===== config.mk =====
export PLATFORM = sky130hd
export DESIGN_NAME = uart_cmd_parser
export DESIGN_NICKNAME = d
export VERILOG_FILES = /design/src/rtl/uart_cmd_pkg.sv /design/src/rtl/uart_cmd_buf.sv /design/src/rtl/uart_cmd_parser.sv
export SDC_FILE = /design/constraint.sdc
export NUM_CORES = 1
export LEC_CHECK = 0
export CORE_UTILIZATION = 59
export DETAILED_ROUTE_END_ITERATION = 10
export PLACE_DENSITY = 0.79
export SETUP_SLACK_MARGIN = 0.5
export SYNTH_ARGS = -nofsm -noshare
export SYNTH_HDL_FRONTEND = slang
export SYNTH_SLANG_ARGS = --single-unit
export TNS_END_PERCENT = 100

===== constraint.sdc =====
create_clock -name Clk -period 3 [get_ports Clk]
set_input_delay 0.45 -clock Clk [delete_from_list [all_inputs] [get_ports Clk]]
set_output_delay 0.45 -clock Clk [all_outputs]
set_load 0.05 [all_outputs]

===== src/rtl/uart_cmd_pkg.sv =====
// uart_cmd_pkg
//   Shared definitions for the UART command-frame parser.
//   - state_e           : parser state encoding
//   - ERR_*             : err_code cause values
//   - HEADER_DEFAULT    : default frame start byte
package uart_cmd_pkg;

    typedef enum logic [2:0] {
        ST_IDLE,
        ST_CMD,
        ST_LEN,
        ST_DATA,
        ST_CHK,
        ST_HOLD
    } state_e;

    localparam logic [1:0] ERR_CHKSUM  = 2'd0;
    localparam logic [1:0] ERR_LEN     = 2'd1;
    localparam logic [1:0] ERR_TIMEOUT = 2'd2;
    localparam logic [1:0] ERR_OVERRUN = 2'd3;

    localparam logic [7:0] HEADER_DEFAULT = 8'h55;

endpackage


===== src/rtl/uart_cmd_buf.sv =====
// uart_cmd_buf
//   Payload buffer: simple dual-port RAM, synchronous write, registered read.
//   Contents are not reset; only the read register is.
//   Ports:
//     clk_i, rst_ni      clock, async active-low reset (read register only)
//     we_i, waddr_i,
//     wdata_i            write port
//     raddr_i, rdata_o   read port, 1-cycle latency
module uart_cmd_buf #(
    parameter int unsigned DEPTH = 16,
    parameter int unsigned AW    = $clog2(DEPTH)
) (
    input  logic          clk_i,
    input  logic          rst_ni,
    input  logic          we_i,
    input  logic [AW-1:0] waddr_i,
    input  logic [7:0]    wdata_i,
    input  logic [AW-1:0] raddr_i,
    output logic [7:0]    rdata_o
);
    // Sized to the full address space so any rd_addr is a legal index.
    logic [7:0] mem_q [2**AW];
    logic [7:0] rdata_q;

    always_ff @(posedge clk_i) begin
        if (we_i) mem_q[waddr_i] <= wdata_i;
    end

    always_ff @(posedge clk_i or negedge rst_ni) begin
        if (!rst_ni) rdata_q <= '0;
        else         rdata_q <= mem_q[raddr_i];
    end

    assign rdata_o = rdata_q;

endmodule


===== src/rtl/uart_cmd_parser.sv =====
// uart_cmd_parser
//   Delineates HEADER/CMD/LEN/payload/CHK frames from the UART byte stream,
//   verifies the additive checksum and holds accepted frames for the consumer.
//   Ports:
//     Clk, Rst_n            clock, async active-low reset
//     data_byte, Rx_Done    received byte and its single-cycle strobe
//     cmd, len              command and payload length of the held frame
//     rd_addr, rd_data      payload read port, 1-cycle latency
//     frame_valid           a frame is held and readable
//     frame_ack             consumer releases the held frame
//     frame_err, err_code   error pulse and held cause code
//   Build option: UART_CMD_TIMEOUT_EN enables the inter-byte gap timeout.
module uart_cmd_parser
    import uart_cmd_pkg::*;
#(
    parameter logic [7:0]  HEADER      = HEADER_DEFAULT,
    parameter int unsigned MAX_LEN     = 16,
    parameter int unsigned TIMEOUT_CYC = 50000
) (
    input  logic                       Clk,
    input  logic                       Rst_n,
    input  logic [7:0]                 data_byte,
    input  logic                       Rx_Done,
    output logic [7:0]                 cmd,
    output logic [7:0]                 len,
    input  logic [$clog2(MAX_LEN)-1:0] rd_addr,
    output logic [7:0]                 rd_data,
    output logic                       frame_valid,
    input  logic                       frame_ack,
    output logic                       frame_err,
    output logic [1:0]                 err_code
);
    localparam int unsigned AW        = $clog2(MAX_LEN);
    localparam logic [7:0]  MAX_LEN_B = 8'(MAX_LEN);

    state_e     state_q;
    logic [7:0] cmd_q, len_q, sum_q, idx_q;
    logic [7:0] sum_d;
    logic       frame_valid_q, frame_err_q;
    logic [1:0] err_code_q;
    logic       timeout_hit;
    logic       buf_we;

    assign sum_d  = sum_q + data_byte;
    assign buf_we = (state_q == ST_DATA) && Rx_Done;

`ifdef UART_CMD_TIMEOUT_EN
    localparam int unsigned CW = $clog2(TIMEOUT_CYC);
    logic [CW-1:0] gap_q;
    logic          in_frame;

    assign in_frame    = (state_q == ST_CMD) || (state_q == ST_LEN) ||
                         (state_q == ST_DATA) || (state_q == ST_CHK);
    // A byte on the expiry cycle takes priority over the timeout.
    assign timeout_hit = in_frame && !Rx_Done && (gap_q == CW'(TIMEOUT_CYC - 1));

    always_ff @(posedge Clk or negedge Rst_n) begin
        if (!Rst_n)                           gap_q <= '0;
        else if (Rx_Done || !in_frame || timeout_hit) gap_q <= '0;
        else                                  gap_q <= gap_q + 1'b1;
    end
`else
    assign timeout_hit = 1'b0;
`endif

    always_ff @(posedge Clk or negedge Rst_n) begin
        if (!Rst_n) begin
            state_q       <= ST_IDLE;
            cmd_q         <= '0;
            len_q         <= '0;
            sum_q         <= '0;
            idx_q         <= '0;
            frame_valid_q <= 1'b0;
            frame_err_q   <= 1'b0;
            err_code_q    <= ERR_CHKSUM;
        end else begin
            frame_err_q <= 1'b0;
            if (timeout_hit) begin
                state_q     <= ST_IDLE;
                frame_err_q <= 1'b1;
                err_code_q  <= ERR_TIMEOUT;
            end else begin
                unique case (state_q)
                    ST_IDLE: begin
                        if (Rx_Done && data_byte == HEADER) state_q <= ST_CMD;
                    end
                    ST_CMD: begin
                        if (Rx_Done) begin
                            cmd_q   <= data_byte;
                            sum_q   <= data_byte;
                            state_q <= ST_LEN;
                        end
                    end
                    ST_LEN: begin
                        if (Rx_Done) begin
                            if (data_byte > MAX_LEN_B) begin
                                frame_err_q <= 1'b1;
                                err_code_q  <= ERR_LEN;
                                state_q     <= ST_IDLE;
                            end else begin
                                len_q   <= data_byte;
                                sum_q   <= sum_d;
                                idx_q   <= '0;
                                state_q <= (data_byte == 8'd0) ? ST_CHK : ST_DATA;
                            end
                        end
                    end
                    ST_DATA: begin
                        if (Rx_Done) begin
                            sum_q <= sum_d;
                            idx_q <= idx_q + 8'd1;
                            if (idx_q == len_q - 8'd1) state_q <= ST_CHK;
                        end
                    end
                    ST_CHK: begin
                        if (Rx_Done) begin
                            if (data_byte == sum_q) begin
                                state_q       <= ST_HOLD;
                                frame_valid_q <= 1'b1;
                            end else begin
                                frame_err_q <= 1'b1;
                                err_code_q  <= ERR_CHKSUM;
                                state_q     <= ST_IDLE;
                            end
                        end
                    end
                    ST_HOLD: begin
                        // Bytes arriving while held are dropped, even on the ack cycle.
                        if (Rx_Done) begin
                            frame_err_q <= 1'b1;
                            err_code_q  <= ERR_OVERRUN;
                        end
                        if (frame_ack) begin
                            state_q       <= ST_IDLE;
                            frame_valid_q <= 1'b0;
                        end
                    end
                    default: state_q <= ST_IDLE;
                endcase
            end
        end
    end

    uart_cmd_buf #(
        .DEPTH (MAX_LEN),
        .AW    (AW)
    ) u_buf (
        .clk_i   (Clk),
        .rst_ni  (Rst_n),
        .we_i    (buf_we),
        .waddr_i (idx_q[AW-1:0]),
        .wdata_i (data_byte),
        .raddr_i (rd_addr),
        .rdata_o (rd_data)
    );

    assign cmd         = cmd_q;
    assign len         = len_q;
    assign frame_valid = frame_valid_q;
    assign frame_err   = frame_err_q;
    assign err_code    = err_code_q;

endmodule


==> summary.md, run 1 <==
The sequential cell area came out at 0.00502 sq mm. The total iterations of the first detailed-routing run came out at 5. The endpoint identified for the worst register-to-register timing path is u_buf.mem_q[0][7]. The internal power was 5.15 mW.

The setup TNS after final layout is 0 ns. In this run the standard cell core region covers 0.0122 sq mm. Once the clock tree was built, the resizer swapped 0 gates to a different size. The die is 115 microns wide. The top flip-flop cell by instance count after synthesis was sky130_fd_sc_hd__edfxtp_1. The total via count in the routed design was 4379; the peak supply drop was 448 uV.

The tools report the worst flop-to-flop path startpoint as state_q[1]. Buffers added to address setup during post-CTS repair amount to 0. Setup repair after global routing left no endpoint under its margin. The fraction of final layout cells sized beyond drive strength 1 came out at 0.227. The net switching share of the total power was 0.321; the post-detailed-placement half-perimeter wirelength was 10.8 mm. The critical path is of the in2reg type.

The maximum operating frequency came out at 0.437 GHz. In this run, CTS created clock tree buffers numbering 17. The logs give 777 for the number of fillers in the final layout and 175 for the clock sink total. The cell row count is 40, and the buffer and inverter count on the worst path is 1.

Part of the total power dissipated in sequential elements: 0.415. The logs give 0.543 for the worst max-slew margin expressed relative to the limit and 0.613 for the effective utilization at floorplan. The number of nets handed over by synthesis was 487.

For the initial antenna violation count, the log shows 0. For this run, the number of Yosys warnings is 0. For this block, the initial DRC count from the detailed router was 470.

The slowest cell on the critical path is sky130_fd_sc_hd__clkdlybuf4s50_1. The tools report the share of power burned in the clock network as 0.303. The root buffer cell was sky130_fd_sc_hd__clkbuf_16. For the final database, setup skew stands at 0.00896 ns. The synthesized netlist contains 51 unique library cells.

The die is 115 microns tall. Once layout is done, the placed cells without fillers occupy 0.00895 sq mm. The number of global-route vias before repair is 4513. The kind of launch point of the worst setup path was an input pin. The synthesized design spends more area on one cell type than any other, namely sky130_fd_sc_hd__edfxtp_1.

Yosys mapped a number of flops with a built-in enable equal to 128. For this run, the slowest stage of the critical path takes 0.64 ns. The net total in the final layout came out at 567. The first global-routing pass estimated 25.6 mm of wire. The power density over the cells was 848 mW/mm^2. The signal on the critical path passes through clkdlybuf4s50_1, ha_1, nor4_1, nand3_1, o32a_1, o21ai_0, o21a_1. After clock tree synthesis, the clock-pin slew on the worst setup and hold paths is 0.06 ns. Hold repair after CTS inserted 0 buffers.

The number of max-slew violations in the final report was 0; the minimum clock period after layout was 2.29 ns. Share of the clock period used by the worst path: 0.762. After detailed placement, the total cell area comes to 0.00832 sq mm. TritonCTS built the clock tree. Clock network latency to the later pin of the worst-skew pair: 0.43 ns.

The DRC violation count after routing is 0. During placement, the flow inserted port buffers numbering 43. The actual slew at the worst max-slew pin is 0.685 ns, and the area share of the leading cell type in the synthesized netlist is 0.513. The area enclosed by the die boundary is 0.0131 sq mm, and the mean routed wirelength per cell is 22.8 microns. The congestion estimate from routability-driven global placement came to 0.916. The analysis attributes to cell leakage a power of 3.24 nW. The number of vias per cell after detailed routing works out to 6.09. The run gives 0.86 ns as the setup slack of the most critical reg-to-reg path. In this design, the largest share of critical-path delay is due to compound AO/OA/AOI/OAI gates. The repair_antennas step left the layout with diodes totalling 0. At the worst endpoint, the required time is 3.37 ns.

The routed wire length came out at 16.4 mm. The run finished with clean final reports. Averaged over all synthesized cells, the footprint is 16.3 sq um. The share of synthesized registers carrying an async set or reset came out at 0.269.

Setup violations remaining at the end of the flow were counted as 0. The remaining number of nets flagged by the antenna check after routing is 0. The level count of the clock H-tree is 4, and the max-capacitance violation count is 0.

The number of hold-slack violations in the final timing report is 0. The critical path arrival was 2.65 ns; the register area share after synthesis was 0.671. Leaving out fill and tap cells, the most frequent cell in the layout is sky130_fd_sc_hd__edfxtp_1. The tools report the final core utilization as 0.733. The overall overflow remaining after global route was 0.

Counting every instance in the synthesized netlist gives 458. In this run the worst path has a maximum fanout of 5. The library cells used most frequently in the layout, excluding fill and tap cells, are 128 x sky130_fd_sc_hd__edfxtp_1, 47 x sky130_fd_sc_hd__dfrtp_1, 40 x sky130_fd_sc_hd__mux4_2, 40 x sky130_fd_sc_hd__clkdlybuf4s50_1, 36 x sky130_fd_sc_hd__buf_4.

The combinational group share of total power was 0.282. Summing every instance area after synthesis gives 0.00749 sq mm. The worst register-to-register path has a depth of 6. Relative to the synthesized area, the layout overhead comes to 19.5%. Entering global routing, the biggest net connects 33 pins.

In this run the count of I/O pins placed on the die edge is 44. The maximum count of clock buffers along a single path is 2, and the net switching power is 2.44 mW. The tools report the kind of end point of the critical path as a flip-flop. By area the synthesized netlist is led by sky130_fd_sc_hd__edfxtp_1 51%, sky130_fd_sc_hd__dfrtp_1 16%, sky130_fd_sc_hd__mux4_2 12%. The min-delay analysis places its worst path in the category in2async. The run gives 0.00234 sq mm as the area taken by multi-input logic gates. Overall routing resource usage: 0.277. The synthesized design contains 175 register bits.
==> sequential cells by signal (all words and copies together), names as in the netlist <==
name	count
u_buf.rdata_o	8
err_code	2
len	8
cmd	8
sum_q	8
u_buf.mem_q	128
idx_q	8
frame_valid	1
frame_err	1
state_q	3
==> how the worst max path moves through the flow <==
stage | slack, ns | cells past startpoint | from | endpoint
after floorplan | 0.65 | 6 | state_q[2] | u_buf.mem_q[0][0]
after global placement | 0.28 | 10 | data_byte[0] | sum_q[6]
after detailed placement | 0.22 | 10 | data_byte[0] | sum_q[6]
after CTS | 0.58 | 10 | data_byte[0] | sum_q[6]
after global routing | 0.56 | 8 | data_byte[1] | sum_q[7]
final | 0.71 | 7 | data_byte[3] | state_q[2]
==> layer usage <==
metal | routed length, microns | global-route usage | vias to the layer above | share of wire
li1 | - | - | 1940 | -
met4 | 452 | 0.119 | 0 | 0.028
met2 | 8570 | 0.465 | 167 | 0.52
met3 | 862 | 0.0588 | 36 | 0.053
met1 | 6480 | 0.351 | 2236 | 0.40
met5 | 0 | 0 | - | 0
==> synthesized netlist by cell type (all sizes together), types with 4 or more instances <==
master	n
nand2	23
nor2	33
nand4	4
nor3	12
nor4	4
nand2b	6
xnor2	13
a21oi	14
ha	12
buf	8
nor2b	9
xor2	7
edfxtp	128
dfrtp	47
clkbuf	11
mux2	11
mux4	40
mux2i	5
inv	11
nand3	4
o21ai	19
==> power groups by stage <==
stage                     Clock [mW]  Sequential [mW]  Combinational (mW)
final                           2.30             3.15                2.14
after CTS                       2.32             3.14                2.15
after floorplan                    0             3.49                1.16
after detailed placement           0             3.19                2.12
after global placement             0             3.17                2.08
after global routing            2.42             3.19                2.32
==> cell type report <==
| class | instances | share of cell area |
|---|---|---|
| sequential | 175 | 0.561 |
| multi-input combinational | 253 | 0.262 |
| timing repair buffer | 80 | 0.0797 |
| clock buffer | 19 | 0.0484 |
| tap | 168 | 0.0235 |
| clock inverter | 13 | 0.0210 |
| inverter | 11 | 0.00462 |
==> through the flow <==
stage / hold slack, ns / power (mW) / cells / setup slack [ns]
2_1_floorplan: 0.154 / 4.65 / 458 / 0.647
5_1_grt: 0.106 / 7.92 / 719 / 0.559
6_report: 0.0538 / 7.59 / 719 / 0.713
4_1_cts: 0.0654 / 7.62 / 719 / 0.576
3_3_place_gp: 0.471 / 5.26 / 687 / 0.276
3_5_place_dp: 0.484 / 5.31 / 687 / 0.219
==> kinds of logic (layout without fill, tap and decap cells) <==
logic type	count (synthesis)	count (layout)	synth area share
compound gates	56	56	0.0501
xor+xnor	20	20	0.0234
fa+ha+maj	13	13	0.0227
buf+inv	30	123	0.0167
flops	175	175	0.671
mux	56	56	0.144
simple gates	108	108	0.0729
==> worst register-to-register path: stages, from the launching register on <==
cell and delay [ns]:
sky130_fd_sc_hd__dfrtp_1 0.50, sky130_fd_sc_hd__nand2b_1 0.18, sky130_fd_sc_hd__buf_4 0.22, sky130_fd_sc_hd__nor2_1 0.31, sky130_fd_sc_hd__nand2_1 0.20, sky130_fd_sc_hd__nor3_1 0.20
sky130_fd_sc_hd__buf_4 0.23
No activity file was read; power rests on OpenSTA's default activity.
==> run 2: changes to the inputs <==
==> constraint.sdc (replaced) <==
create_clock -name Clk -period 2.3 [get_ports Clk]
set_input_delay 0.345 -clock Clk [delete_from_list [all_inputs] [get_ports Clk]]
set_output_delay 0.345 -clock Clk [all_outputs]
set_load 0.05 [all_outputs]
==> run 2 against run 1 <==
  * Register-to-register slack got worse by 0.45 ns
  * Power rose by 38%
  * Sequential share of layout area decreased by 3.8 points
  * Clock power grew 22%
  * Critical endpoint is now state_q[1]
  * Largest power group unchanged
==> summary.md, run 2 (synthesis gave the netlist of run 1 again) <==
The run gives 0.613 (unchanged) as the effective utilization at floorplan. The tools report the end of the worst register-to-register path as state_q[1] (was u_buf.mem_q[0][7]). The tools report the number of fillers in the final layout as 717 (was 777). Mean routed wirelength per cell: 22.7 microns (was 22.8 microns). The peak supply drop is 769 uV (was 448 uV). The tools report the power consumption as 10.4 mW (was 7.59 mW). The run finished with clean final reports.

Number of hold-slack violations in the final timing report: 0 (unchanged). The tools report the remaining number of nets flagged by the antenna check after routing as 0 (unchanged). The hold path startpoint is data_byte[6].

The net switching share of the total power is 0.342 (was 0.321), and the clock sink total is 175 (unchanged). The run gives 17 (unchanged) as the number of buffers added by the clock tree synthesis step. Max-capacitance violation count: 0 (unchanged). The count of cells along the worst register-to-register path was 6 (unchanged); the total iterations of the first detailed-routing run was 5 (unchanged).

For the overall overflow remaining after global route, the log shows 0 (unchanged). The tools report the kind of end point of the critical path as a flip-flop (unchanged). The part of the total power dissipated in sequential elements was 0.396 (was 0.415). The run gives 0.0122 sq mm (unchanged) as the core outline area. Based on the critical path, the design can be clocked at up to 0.528 GHz. Setup repair after global routing could not meet its margin everywhere. The overall routing resource usage was 0.285 (was 0.277); the share of power burned in the clock network was 0.269 (was 0.303). The worst-case setup slack after placement was -0.240 ns (was 0.219 ns). The actual slew at the worst max-slew pin was 0.649 ns (was 0.685 ns); the quantity of I/O buffers inserted on ports was 43 (unchanged). The clock transition at the registers of the reported paths is 0.07 ns (was 0.06 ns).

The combinational group share of total power is 0.336 (was 0.282). The post-route non-filler standard cell count came out at 756 (was 719). The worst max-slew margin expressed relative to the limit came out at 0.567 (was 0.543).

The setup slack of the most critical reg-to-reg path was 0.41 ns (was 0.86 ns); the number of global-route vias before repair was 4821 (was 4513). The tools report the clock network latency to the later pin of the worst-skew pair as 0.42 ns (was 0.43 ns). The fraction of final layout cells sized beyond drive strength 1 was 0.383 (was 0.227); the worst setup margin was 0.406 ns (was 0.713 ns).

The final estimated routing congestion in global placement was 0.890 (was 0.916). The number of max-slew violations in the final report came out at 0 (unchanged). Level count of the clock H-tree: 4 (unchanged).

The register ranked first by flip-flop count is u_buf.mem_q (unchanged). Net total in the final layout: 604 (was 567). The number of vias per cell after detailed routing was 5.99 (was 6.09); the static power due to leakage was 3.55 nW (was 3.24 nW).

The critical path start-end classification was reg2reg (was in2reg). The share of the clock period used by the worst path came out at 0.823. Leading cell types in the layout, fill and taps excluded: 128 x sky130_fd_sc_hd__edfxtp_1, 61 x sky130_fd_sc_hd__buf_4, 41 x sky130_fd_sc_hd__dfrtp_1 (was 128 x sky130_fd_sc_hd__edfxtp_1, 47 x sky130_fd_sc_hd__dfrtp_1, 40 x sky130_fd_sc_hd__mux4_2, 40 x sky130_fd_sc_hd__clkdlybuf4s50_1, 36 x sky130_fd_sc_hd__buf_4). The y dimension of the die works out to 115 microns (unchanged).

The cell row count is 40 (unchanged). Worst path required time: 2.59 ns (was 3.37 ns). The tools report the root buffer cell as sky130_fd_sc_hd__clkbuf_16 (unchanged). TritonCTS built the clock tree. The worst-path maximum fanout is 3 (was 5). The run gives 0.415 ns (was 0.0538 ns) as the final hold slack.

The initial antenna violation count is 0 (unchanged), and the total setup violations reported at the end of the flow is 0 (unchanged). The maximum count of clock buffers along a single path is 2 (unchanged). The tools report the worst flop-to-flop path startpoint as len[1] (was state_q[1]). The logs give 0.00689 ns (was 0.00896 ns) for the worst clock skew and 0.0131 sq mm (unchanged) for the area enclosed by the die boundary. The number of flip-flops in the largest register works out to 128 (unchanged).

The tools report the routed wire length as 17.1 mm (was 16.4 mm). The die span in x came out at 115 microns (unchanged). The DRC violation count after routing came out at 0 (unchanged). The tools report the first-pass GRT wire length as 26.4 mm (was 25.6 mm). The antenna cell count was 0 (unchanged). The run gives 44 (unchanged) as the number of top-level design ports.

The power density over the cells is 1090 mW/mm^2 (was 848 mW/mm^2), and the setup TNS after final layout is 0 ns (unchanged). The initial DRC count was 343 (was 470). The type of the tightest min-delay check is in2reg (was in2async).

The tools report the total via count in the routed design as 4528 (was 4379). The tools report the endpoint of the worst hold path as u_buf.mem_q[11][6]. The most frequent standard cell in the layout excluding fill and tap cells is sky130_fd_sc_hd__edfxtp_1 (unchanged). The largest net degree at the start of global routing is 33 (unchanged), and the critical path arrival is 2.18 ns (was 2.65 ns).

The placed instance count was 712 (was 687); the cell depth of the worst min-delay path was 2. The layout overhead on the synthesized area was 28.4% (was 19.5%). The net switching power was 3.57 mW (was 2.44 mW); the minimum clock period after layout was 1.89 ns. The post-detailed-placement half-perimeter wirelength was 11.3 mm (was 10.8 mm).

The tools report the kind of launch point of the worst setup path as a flip-flop (was an input pin). The internal power came out at 6.87 mW (was 5.15 mW).
-- run 2: power by group through the flow --
stage / combinational [mW] / sequential (mW) / clock (mW)
after floorplan: 1.74 / 4.57 / 0
after global placement: 3.12 / 4.14 / 0
after detailed placement: 3.19 / 4.16 / 0
after CTS: 3.37 / 4.11 / 2.82
after global routing: 3.77 / 4.18 / 2.94
final: 3.51 / 4.13 / 2.80
-- run 2: critical path, stage by stage (launching register included) --
cell and delay (ns):
sky130_fd_sc_hd__dfrtp_2 0.42, sky130_fd_sc_hd__or4_4 0.56, sky130_fd_sc_hd__nor4_4 0.15, sky130_fd_sc_hd__xnor2_1 0.15, sky130_fd_sc_hd__o2111ai_1 0.13, sky130_fd_sc_hd__nor2_2 0.20, sky130_fd_sc_hd__a41oi_2 0.15
-- run 2: final cells by class --
| class | count | area [sq um] | share of cell area |
|---|---|---|---|
| sequential | 175 | 5030 | 0.523 |
| multi-input combinational | 253 | 2690 | 0.280 |
| timing repair buffer | 117 | 1060 | 0.110 |
| clock buffer | 21 | 480 | 0.0500 |
| tap | 168 | 210 | 0.0219 |
| clock inverter | 11 | 104 | 0.0108 |
| inverter | 11 | 41.3 | 0.00429 |
-- run 2: how the worst max path moves through the flow --
stage	startpoint	endpoint	slack (ns)
floorplan	len[1]	state_q[1]	0.40
global placement	data_byte[0]	sum_q[6]	-0.17
detailed placement	data_byte[0]	sum_q[4]	-0.24
CTS	len[4]	len[4]	0.41
global route	len[1]	state_q[1]	0.30
finish	len[1]	state_q[1]	0.41
-- run 2: per-layer routing --
layer	wire, microns	vias to the layer above	track usage
met5	0	-	0
met4	427	0	0.109
met3	882	31	0.0614
met2	9340	176	0.522
met1	6470	2310	0.327
li1	-	2011	-
-- run 2: through the flow --
step	cell area, sq um	util
2_1_floorplan	7710	-
4_1_cts	9540	0.782
5_1_grt	9620	0.787
3_3_place_gp	8800	0.720
6_report	9620	0.787
3_5_place_dp	8800	0.720
-- run 2: repair_timing --
item,4_1_cts,5_1_grt
buffers inserted,10,1
hold buffers,1,0
endpoints found under the hold margin,24,0
resized for setup,66,22
cloned,0,0
pin swaps,12,10
setup endpoints to repair,177,25
